**config.mk**
```make
export PLATFORM = sky130hd
export DESIGN_NAME = hamming_decoder_pipe
export DESIGN_NICKNAME = d
export VERILOG_FILES = /design/src/rtl/hamming_decoder_pipe.sv
export SDC_FILE = /design/constraint.sdc
export NUM_CORES = 1
export LEC_CHECK = 0
export ABC_CLOCK_PERIOD_IN_PS = 4059
export BUFFER_PORTS_ARGS = -buffer_cell sky130_fd_sc_hd__buf_2
export CAP_MARGIN = 20
export CELL_PAD_IN_SITES_DETAIL_PLACEMENT = 1
export CELL_PAD_IN_SITES_GLOBAL_PLACEMENT = 1
export CORE_ASPECT_RATIO = 0.8
export CORE_MARGIN = 8
export CORE_UTILIZATION = 33
export DETAILED_ROUTE_END_ITERATION = 10
export PLACE_DENSITY = 0.65
export SETUP_SLACK_MARGIN = 0.15
export SLEW_MARGIN = 5
export SYNTH_ARGS = -nofsm -noshare
export SYNTH_HDL_FRONTEND = slang
export SYNTH_SLANG_ARGS = --single-unit
```
**constraint.sdc**
```tcl
create_clock -name clk -period 4.06 [get_ports clk]
set_input_delay 0.406 -clock clk [delete_from_list [all_inputs] [get_ports clk]]
set_output_delay 0.406 -clock clk [all_outputs]
set_load 0.02 [all_outputs]
```
**src/rtl/hamming_decoder_pipe.sv**
```systemverilog
// Hamming(21,16) single-error-correcting decoder with a 2-stage valid/ready pipeline.
// Stage 1 registers the codeword and its syndrome; stage 2 applies the correction,
// extracts the 16 message bits and registers the result with its status flags.
// Optional build macro: HAMMING_ERR_CNT_EN adds saturating corrected/uncorrectable
// word counters of width CNT_W together with a synchronous clear input.
module hamming_decoder_pipe #(
    parameter int CNT_W = 16
) (
    input  logic             clk,
    input  logic             rst,
    input  logic             in_valid,
    output logic             in_ready,
    input  logic [20:0]      in_code,
    output logic             out_valid,
    input  logic             out_ready,
    output logic [15:0]      out_data,
    output logic [4:0]       out_syndrome,
    output logic             out_corrected,
    output logic             out_uncorrectable
`ifdef HAMMING_ERR_CNT_EN
    ,
    input  logic             cnt_clear,
    output logic [CNT_W-1:0] cnt_corrected,
    output logic [CNT_W-1:0] cnt_uncorr
`endif
);

    // Message bit j lives at Hamming position DATA_POS[j] (in_code index DATA_POS[j]-1).
    localparam int DATA_POS [16] = '{3, 5, 6, 7, 9, 10, 11, 12, 13, 14, 15, 17, 18, 19, 20, 21};

    // Positions that contribute to syndrome bit k: every position whose index has bit k set.
    function automatic logic [20:0] syn_mask(input int k);
        logic [20:0] m;
        m = '0;
        for (int p = 1; p <= 21; p++) begin
            m[p-1] = ((p >> k) & 1) == 1;
        end
        return m;
    endfunction

    if (CNT_W < 1) begin : g_bad_cnt_w
        $error("CNT_W must be at least 1");
    end

    logic        s1_valid_q, s1_valid_d;
    logic [20:0] s1_code_q, s1_code_d;
    logic [4:0]  s1_syn_q, s1_syn_d;
    logic [4:0]  syn_comb;

    logic        out_valid_q, out_valid_d;
    logic [15:0] out_data_q, out_data_d;
    logic [4:0]  out_syn_q, out_syn_d;
    logic        out_corr_q, out_corr_d;
    logic        out_unc_q, out_unc_d;

    logic        s2_load;
    logic        in_accept;
    logic        out_fire;
    logic        corr_en;
    logic [20:0] fixed_code;
    logic [15:0] fixed_data;

    genvar gi;

    // Syndrome bit k is the parity of the positions selected by its mask.
    for (gi = 0; gi < 5; gi++) begin : g_syn
        localparam logic [20:0] MASK = syn_mask(gi);
        assign syn_comb[gi] = ^(in_code & MASK);
    end

    // Pull the message bits out of the (possibly corrected) codeword.
    for (gi = 0; gi < 16; gi++) begin : g_extract
        assign fixed_data[gi] = fixed_code[DATA_POS[gi]-1];
    end

    assign out_fire  = out_valid_q && out_ready;
    assign s2_load   = s1_valid_q && (!out_valid_q || out_ready);
    assign in_ready  = !s1_valid_q || s2_load;
    assign in_accept = in_valid && in_ready;

    // Syndromes 1..21 name the flipped position; 22..31 cannot come from a single error.
    assign corr_en    = (s1_syn_q != 5'd0) && (s1_syn_q <= 5'd21);
    assign fixed_code = corr_en ? (s1_code_q ^ (21'd1 << (s1_syn_q - 5'd1))) : s1_code_q;

    // Next-state for both pipeline stages; each stage holds unless it is loaded or drained.
    always_comb begin
        s1_valid_d  = s1_valid_q;
        s1_code_d   = s1_code_q;
        s1_syn_d    = s1_syn_q;
        out_valid_d = out_valid_q;
        out_data_d  = out_data_q;
        out_syn_d   = out_syn_q;
        out_corr_d  = out_corr_q;
        out_unc_d   = out_unc_q;

        if (in_accept) begin
            s1_valid_d = 1'b1;
            s1_code_d  = in_code;
            s1_syn_d   = syn_comb;
        end else if (s2_load) begin
            s1_valid_d = 1'b0;
        end

        if (s2_load) begin
            out_valid_d = 1'b1;
            out_data_d  = fixed_data;
            out_syn_d   = s1_syn_q;
            out_corr_d  = corr_en;
            out_unc_d   = (s1_syn_q >= 5'd22);
        end else if (out_ready) begin
            out_valid_d = 1'b0;
        end
    end

    // Pipeline registers; reset discards every in-flight word.
    always_ff @(posedge clk) begin
        if (rst) begin
            s1_valid_q  <= 1'b0;
            s1_code_q   <= '0;
            s1_syn_q    <= '0;
            out_valid_q <= 1'b0;
            out_data_q  <= '0;
            out_syn_q   <= '0;
            out_corr_q  <= 1'b0;
            out_unc_q   <= 1'b0;
        end else begin
            s1_valid_q  <= s1_valid_d;
            s1_code_q   <= s1_code_d;
            s1_syn_q    <= s1_syn_d;
            out_valid_q <= out_valid_d;
            out_data_q  <= out_data_d;
            out_syn_q   <= out_syn_d;
            out_corr_q  <= out_corr_d;
            out_unc_q   <= out_unc_d;
        end
    end

    assign out_valid         = out_valid_q;
    assign out_data          = out_data_q;
    assign out_syndrome      = out_syn_q;
    assign out_corrected     = out_corr_q;
    assign out_uncorrectable = out_unc_q;

`ifdef HAMMING_ERR_CNT_EN
    logic [CNT_W-1:0] cnt_corr_q, cnt_corr_d;
    logic [CNT_W-1:0] cnt_unc_q, cnt_unc_d;

    // Saturating counters advance when a flagged word leaves stage 2; clear wins.
    always_comb begin
        cnt_corr_d = cnt_corr_q;
        cnt_unc_d  = cnt_unc_q;
        if (cnt_clear) begin
            cnt_corr_d = '0;
            cnt_unc_d  = '0;
        end else if (out_fire) begin
            if (out_corr_q && (cnt_corr_q != {CNT_W{1'b1}})) begin
                cnt_corr_d = cnt_corr_q + 1'b1;
            end
            if (out_unc_q && (cnt_unc_q != {CNT_W{1'b1}})) begin
                cnt_unc_d = cnt_unc_q + 1'b1;
            end
        end
    end

    // Counter registers.
    always_ff @(posedge clk) begin
        if (rst) begin
            cnt_corr_q <= '0;
            cnt_unc_q  <= '0;
        end else begin
            cnt_corr_q <= cnt_corr_d;
            cnt_unc_q  <= cnt_unc_d;
        end
    end

    assign cnt_corrected = cnt_corr_q;
    assign cnt_uncorr    = cnt_unc_q;
`endif

endmodule

```
* Word level (Yosys, flattened, before mapping)
Index checks and enable logic that the tools add are counted.
** Storage, ports and cells
- Register bits :: 51
- Input bits :: 25
- Output and inout port bits :: 25
- Word-level logic and storage cells :: 33
** Cells by class
- $add $sub $neg :: 1
- Order comparisons :: 2
- Shift-type cells :: 1
- Mux-type cells :: 5
- Bitwise logic cells :: 1
- Reductions and logical operators :: 15
** Operators with widths (number)
- $reduce_xor A21 Y1 :: 5
- $mux W21 :: 1
- $shl A1 B5 Y21 const A :: 1
- $xor A21 B21 Y21 :: 1
- $ge A5 B5 Y1 const B :: 1
- $le A5 B5 Y1 const B :: 1
- $reduce_bool A5 Y1 :: 1
- $sub A5 B1 Y5 const B :: 1
- $mux W1 :: 4
- $reduce_bool A2 Y1 :: 2
- $logic_and A1 B1 Y1 :: 3
- $logic_not A1 Y1 :: 2
- $logic_or A1 B1 Y1 :: 2

* Longest topological paths before layout
Gate-level depths: netlist of run 1.
- Word-level depth :: 6
- Gate-level depth with buffers :: 6
- Gate-level depth less buffers :: 4

* Least setup slack after synthesis of run 1
No wires, ideal clock.
- Path kind :: reg-to-reg
- Start point :: reg out_valid_q, in the netlist out_valid
- End point :: reg s1_syn_q[1]
- Arrival :: 1.471 ns
- Data required time :: 3.974 ns
- Slack :: 2.504 ns
- Cell stages (with the launch flop) :: 6
- Buffers on the path :: 2
- Path through :: dfxtp_1 -> nand3b_1 -> and2_1 -> buf_2 -> clkbuf_1 -> a211oi_1
** On the way
- Cells in the longest elaborated chain, start to end :: 5
** Ends and longest elaborated chain
- start, declared :: line 50 : logic out_valid_q, out_valid_d;
- start signal, assigned :: line 130 : out_valid_q <= out_valid_d;
- $logic_not A1 Y1 :: line 77 : assign s2_load = s1_valid_q && (!out_valid_q || out_ready);
- $logic_or A1 B1 Y1 :: line 77
- $logic_and A1 B1 Y1 :: line 77
- $logic_or A1 B1 Y1 :: line 78 : assign in_ready = !s1_valid_q || s2_load;
- via in_ready :: line 12 : output logic in_ready,
- $logic_and A1 B1 Y1 :: line 79 : assign in_accept = in_valid && in_ready;
- end signal, assigned :: line 129 : s1_syn_q <= s1_syn_d;
- end, declared :: line 47 : logic [4:0] s1_syn_q, s1_syn_d;
The timed path passes the listed nets, and every way through them passes these cells.
A chain may end at the register's enable or synchronous reset.

* Final worst setup path of run 1
- Start point :: reg s1_valid_q
- End point :: reg s1_syn_q[0]
** On the way
- Cells in the longest elaborated chain, start to end :: 3
** Ends and longest elaborated chain
- start, declared :: line 45 : logic s1_valid_q, s1_valid_d;
- start signal, assigned :: line 127 : s1_valid_q <= s1_valid_d;
- $logic_not A1 Y1 / $logic_and A1 B1 Y1 (equally long branches) :: line 78, 77
- $logic_or A1 B1 Y1 (*) :: line 78
- $logic_and A1 B1 Y1 (*) :: line 79
Mark *: on every way between the ends. The rest lies on a longest branch, timed or not.

==> flow_summary.toml, run 1 <==
[run_status]
status = "completed"

[clock_tree]
cts_resized = 0
clk_pin_slew_worst_paths_ns = 0.08
cts_tree = "yes"
htree_levels = 2
clock_sinks = 46
clock_latency_ns = 0.30
cts_buffers = 5
cts_hold_buf = 0
cts_setup_buffers = 0
clk_path_buf_depth = 2
cts-root-buf = "clkbuf_8"

[global_route]
overflow = 0
grt_pass1_vias = 1765
grt_pass1_wl_mm = 9.09
gr-max-usage-layer = "met2"
antenna_found_initial = 0
use_met2_pct = 17.0
use_met3_pct = 3.82
use_met1_pct = 16.9
grt_max_degree = 49
track_usage_pct = 12.2

[finish]
n_fill_cell = 796
nets = 319
multi_input_area_sq_mm = 0.00122
seqCellArea_sq_um = 921
antenna_cells = 0
area_delta_synth_final_pct = 17.3
drive_gt1_share_pct = 22.0

[hold_path]
hold_depth = 3
hold_class = "in2reg"
hold_end = "s1_valid_q"
min_from = "in_valid"

[timing]
tightest_slew_ns = 0.847
setup_viol = 0
rsz0062_at_grt = "false"
slew_headroom_pct = 43.5
slew_viol_final = 0
hold_viol = 0
finClkSkew_ns = 0.00352
fmax_ghz = 0.600
worst_slack_ns = 2.39
fin_tns_setup_ns = 0
min_period_ns = 1.67
timing.final.crit_share_pct = 41.0

[detailed_routing]
drc = 0
dr_total_vias = 1792
antenna_left = 0
first_pass_iters = 4
wirelength_mm = 5.48
routed_via_density = 4.73
drt_iter0_markers = 80
wl_per_cell_microns = 14.5

[yosys]
ys_seq_area_share_pct = 41.3
syn_area_sq_mm = 0.00223
synth.distinct_cells = 26
ys_ff_latch = 46
syn-instance-count = 255
syn_nets = 280
syn_area_per_cell_sq_um = 8.74
yosys_warnings = 0

[critical_path]
cp.arrival_ns = 1.91
startpoint_type = "flop"
required_ns = 4.31
reg2reg_slack_ns = 2.39
crit_fanout = 18
critPathKind = "reg2reg"
reg2reg_from = "s1_valid_q"
reg2reg_depth = 4
endpoint_kind = "flop"
r2r-end = "s1_syn_q[0]"

[floorplan]
ios = 50
start_util_pct = 34.4
fp.coreArea_sq_mm = 0.00647
rows = 26
fp.dieH_microns = 89.5
die_x_microns = 108
design.die.area_sq_mm = 0.00965

[power]
powerDensity_mw_per_mm2 = 400
vdd_ir_drop_max_v = 0.000120
power_leakage_nw = 1.01

[place]
port_buffers = 49
post-place-ws_ns = 2.02
dp_hpwl_mm = 4.20
routabilityCongestion = 0.736

[run]
drv_cap = 0
through the flow:
stage	cells	util, %	power, mW	hold slack, ns	cell area [sq um]
after floorplan	255	-	0.700	0.448	2230
after global placement	370	38.7	0.762	0.442	2500
after detailed placement	370	38.7	0.767	0.446	2500
after CTS	378	40.1	1.06	0.337	2600
after global routing	379	40.4	1.11	0.350	2610
final	379	40.4	1.05	0.353	2610
cells by family (layout without fill, tap and decap cells):
logic type | count (synthesis) | after routing | share of synthesized area, %
simple gates | 100 | 100 | 22.1
xor+xnor | 43 | 43 | 20.0
compound gates | 46 | 46 | 12.8
buf+inv | 20 | 60 | 3.71
flops | 46 | 46 | 41.3
routing by layer:
layer  wire [microns]  up-vias
met5                0        -
met4               72        0
met3              304        8
met2             2200       39
met1             2900      811
li1                 -      934
synth_stat cells (all sizes together):
cell / n / share of area (%)
a211oi: 20 / 6.7
a21oi: 25 / 5.6
a221o: 1 / 0.45
and2: 2 / 0.56
buf: 9 / 1.9
clkbuf: 9 / 1.5
dfxtp: 46 / 41
inv: 2 / 0.34
nand2: 47 / 7.9
nand2b: 4 / 1.8
nand3: 4 / 0.90
nand3b: 4 / 1.3
nand4: 1 / 0.28
nand4b: 1 / 0.39
nor2: 25 / 4.2
nor2b: 1 / 0.28
nor3: 4 / 0.90
nor4b: 6 / 3.2
or4: 1 / 0.34
xnor2: 33 / 14
xnor3: 4 / 4.0
xor2: 6 / 2.4
registers in the layout, summed over array words and instances, names as in the netlist:
register           cells
out_uncorrectable      1
s1_valid_q             1
out_valid              1
s1_code_q             16
out_data              16
out_syndrome           5
out_corrected          1
s1_syn_q               5
worst max-delay path by stage:
stage | start | endpoint | slack [ns]
2_1_floorplan | out_valid | s1_syn_q[1] | 2.50
3_3_place_gp | out_ready | out_data[7] | 2.10
3_5_place_dp | out_ready | out_data[9] | 2.02
4_1_cts | out_valid | out_data[9] | 2.21
5_1_grt | s1_valid_q | s1_code_q[18] | 2.20
6_report | s1_valid_q | s1_syn_q[0] | 2.39
final cells by class:
class                           instances  area share (%)
Sequential cell                        46            35.2
Timing Repair Buffer                   50            9.96
Clock inverter                          2           0.479
Multi-Input combinational cell        189            46.9
Inverter                                2           0.287
Tap cell                               84            4.02
Clock buffer                            6            3.16
worst max-delay path, cell delays in order, from the launching register on:
cell and delay [ns]:
dfxtp_1 0.33, nand3b_1 0.17, nand2_1 0.40, or4_1 0.63, nand3_1 0.07
power breakdown:
part           total (mW)  internal, mW  switching, mW
Clock               0.291         0.137          0.155
Combinational       0.224         0.107          0.117
Sequential          0.530         0.484         0.0461
Total                1.05         0.728          0.318
cells in the final DEF, fill, tap and decap left out, types with 4 or more instances in the layout:
cell type / Yosys / routed
a211oi_1: 20 / 20
a21oi_1: 25 / 25
buf_2: 6 / 49
clkbuf_8: 0 / 6
dfxtp_1: 46 / 46
nand2_1: 47 / 47
nand3_1: 4 / 4
nand3b_1: 4 / 4
nor2_1: 25 / 25
nor3_1: 4 / 4
xnor2_1: 31 / 31
xnor3_1: 4 / 4
xor2_1: 6 / 6
Note: power is estimated with default switching activity, not from simulation.
==> inputs of run 2 (changes only) <==
ABC_AREA = 1   (was default)
ABC_CLOCK_PERIOD_IN_PS = 1600   (was 4059)
PLACE_DENSITY = 0.68   (was 0.65)
clock period = 1.6 ns   (was 4.06 ns; I/O delays follow)
==> flow_summary.toml, run 2 <==
[run_status]
status = "completed"

[timing]
timing.final.crit_share_pct = 81.3
setup_viol = 0
finClkSkew_ns = 0.00934
fmax_ghz = 0.769
min_period_ns = 1.30
fin_hold_ws_ns = 0.158
tightest_slew_ns = 0.497
slew_headroom_pct = 66.8
rsz0062_at_grt = "true"
slew_viol_final = 0
hold_viol = 0
fin_tns_setup_ns = 0

[power]
power_leakage_nw = 1.65
vdd_ir_drop_max_v = 0.000367
powerDensity_mw_per_mm2 = 871

[floorplan]
fp.dieH_microns = 96.2
fp.coreArea_sq_mm = 0.00787
start_util_pct = 33.7
ios = 50
design.die.area_sq_mm = 0.0112
rows = 29
die_x_microns = 116

[clock_tree]
cts_hold_buf = 0
cts_buffers = 5
cts_tree = "yes"
cts_setup_buffers = 0
clock_latency_ns = 0.29
htree_levels = 2
clock_sinks = 46
clk_path_buf_depth = 2
cts-root-buf = "clkbuf_8"
clk_pin_slew_worst_paths_ns = 0.08

[global_route]
track_usage_pct = 13.7
overflow = 0
grt_max_degree = 35
grt_pass1_wl_mm = 12.5
antenna_found_initial = 0
grt_pass1_vias = 2726

[critical_path]
endpoint_kind = "flop"
crit_fanout = 6
cp.arrival_ns = 1.49
slowest_delay_ns = 0.50
critPathKind = "reg2reg"
required_ns = 1.78
critical_path.most_common_cell = "nand2_1"
path_cells = "inv_2 > nor2_4 > nand3_1 > nand2_1 > nand2_1 > o221ai_1 > inv_1"
cp_slowest_cell = "dfxtp_1"
reg2reg_depth = 7
startpoint_type = "flop"

[finish]
area_delta_synth_final_pct = 18.0
final_cell_mix = "126 x nand2_1, 49 x buf_2, 46 x inv_1, 46 x dfxtp_1, 31 x o21ai_0"
drive_gt1_share_pct = 19.9
n_fill_cell = 1063
nets = 482
layout_commonest_cell = "nand2_1"
antenna_cells = 0

[detailed_routing]
routed_via_density = 4.75
drt_iter0_markers = 74
wirelength_mm = 7.32
first_pass_iters = 4
wl_per_cell_microns = 12.9
drc = 0
antenna_left = 0
dr_total_vias = 2691

[yosys]
yosys_most_used_dff = "dfxtp_1"
syn-instance-count = 407
synth_common_cells = "127 x nand2_1, 46 x dfxtp_1, 46 x inv_1, 31 x o21ai_0, 29 x a21oi_1"
syn_area_sq_mm = 0.00265
synth_area_leaders = "dfxtp_1 35%, nand2_1 18%, inv_1 6.5%"
async_reset_ff_share_pct = 0
syn_area_per_cell_sq_um = 6.51
yosys_warnings = 0
yosysMostFrequentCell = "nand2_1"
synth.distinct_cells = 28
syn_nets = 432
synth_top_area_share_pct = 34.7
synth_top_area_cell = "dfxtp_1"
ys_seq_area_share_pct = 34.7
synth_edf_count = 0
ys_ff_latch = 46

[hold_path]
hold_class = "in2reg"
hold_depth = 4

[place]
port_buffers = 49
dp_hpwl_mm = 5.98
routabilityCongestion = 0.763

[run]
drv_cap = 0
[run 2: cell count changes in the layout (fill, tap and decap cells not counted), moves of 8 or more]
cell      before  now
nand2_1       47  126
inv_1          2   46
o21ai_0        0   31
xnor2_1       31    5
a211oi_1      20    0
nand3_1        4   19
inv_2          0   10
o221ai_1       0    9
buf_4          0    8
[run 2: worst paths after layout]
kind	start	end	slack [ns]
setup / recovery	s1_syn_q[2]	out_data[14]	0.30
setup reg to reg	s1_syn_q[2]	out_data[14]	0.30
hold reg to reg	s1_code_q[2]	s1_code_q[2]	0.48
hold / removal	out_ready	s1_valid_q	0.16
[run 2: cells by family after synthesis]
logic type      after synthesis  synth area share [%]
simple gates                199                  33.1
flops                        46                  34.7
buf+inv                      72                  11.6
xor+xnor                     12                  4.25
compound gates               78                  16.3
[run 2: layout make-up]
type | count | area, sq um | share of cell area, %
Clock buffer | 7 | 86.3 | 2.76
Clock inverter | 1 | 5.00 | 0.160
Inverter | 57 | 219 | 7.00
Multi-Input combinational cell | 289 | 1440 | 45.9
Sequential cell | 46 | 921 | 29.5
Tap cell | 108 | 135 | 4.32
Timing Repair Buffer | 58 | 325 | 10.4
[run 2: critical path: cells and delay by family, from the launching register on]
| family | cells | cell delay [ns] |
|---|---|---|
| AOI/OAI and AO/OA | 1 | 0.15 |
| buffers and inverters | 2 | 0.18 |
| DFF | 1 | 0.50 |
| and+or+nand+nor | 4 | 0.37 |
[run 2: power breakdown]
| part | switching (mW) | internal [mW] |
|---|---|---|
| Combinational | 0.455 | 0.248 |
| Clock | 0.379 | 0.349 |
| Sequential | 0.0612 | 1.23 |
| Total | 0.896 | 1.83 |
[run 2: stage by stage]
stage / util, % / cells / power (mW) / setup slack (ns) / area [sq um]
3_3_place_gp: 38.3 / 558 / 2.00 / 0.302 / 3020
3_5_place_dp: 38.3 / 558 / 2.02 / 0.234 / 3020
4_1_cts: 39.5 / 566 / 2.77 / 0.225 / 3110
6_report: 39.7 / 566 / 2.72 / 0.300 / 3130
5_1_grt: 39.7 / 566 / 2.94 / 0.144 / 3130
2_1_floorplan: - / 407 / 1.80 / 0.183 / 2650
[run 2: per-layer routing]
layer | vias up | wire length, microns | global-route usage (%)
met3 | 2 | 287 | 3.13
met1 | 1253 | 3760 | 18.2
met5 | - | 0 | 0
met2 | 34 | 3260 | 22.9
met4 | 0 | 15 | 1.61
li1 | 1402 | - | -
[run 2: timing repair]
| action | 4_1_cts | 5_1_grt |
|---|---|---|
| endpoints found under the hold margin | 0 | 0 |
| gates resized for setup | 0 | 4 |
| endpoints found under the setup margin | 0 | 10 |
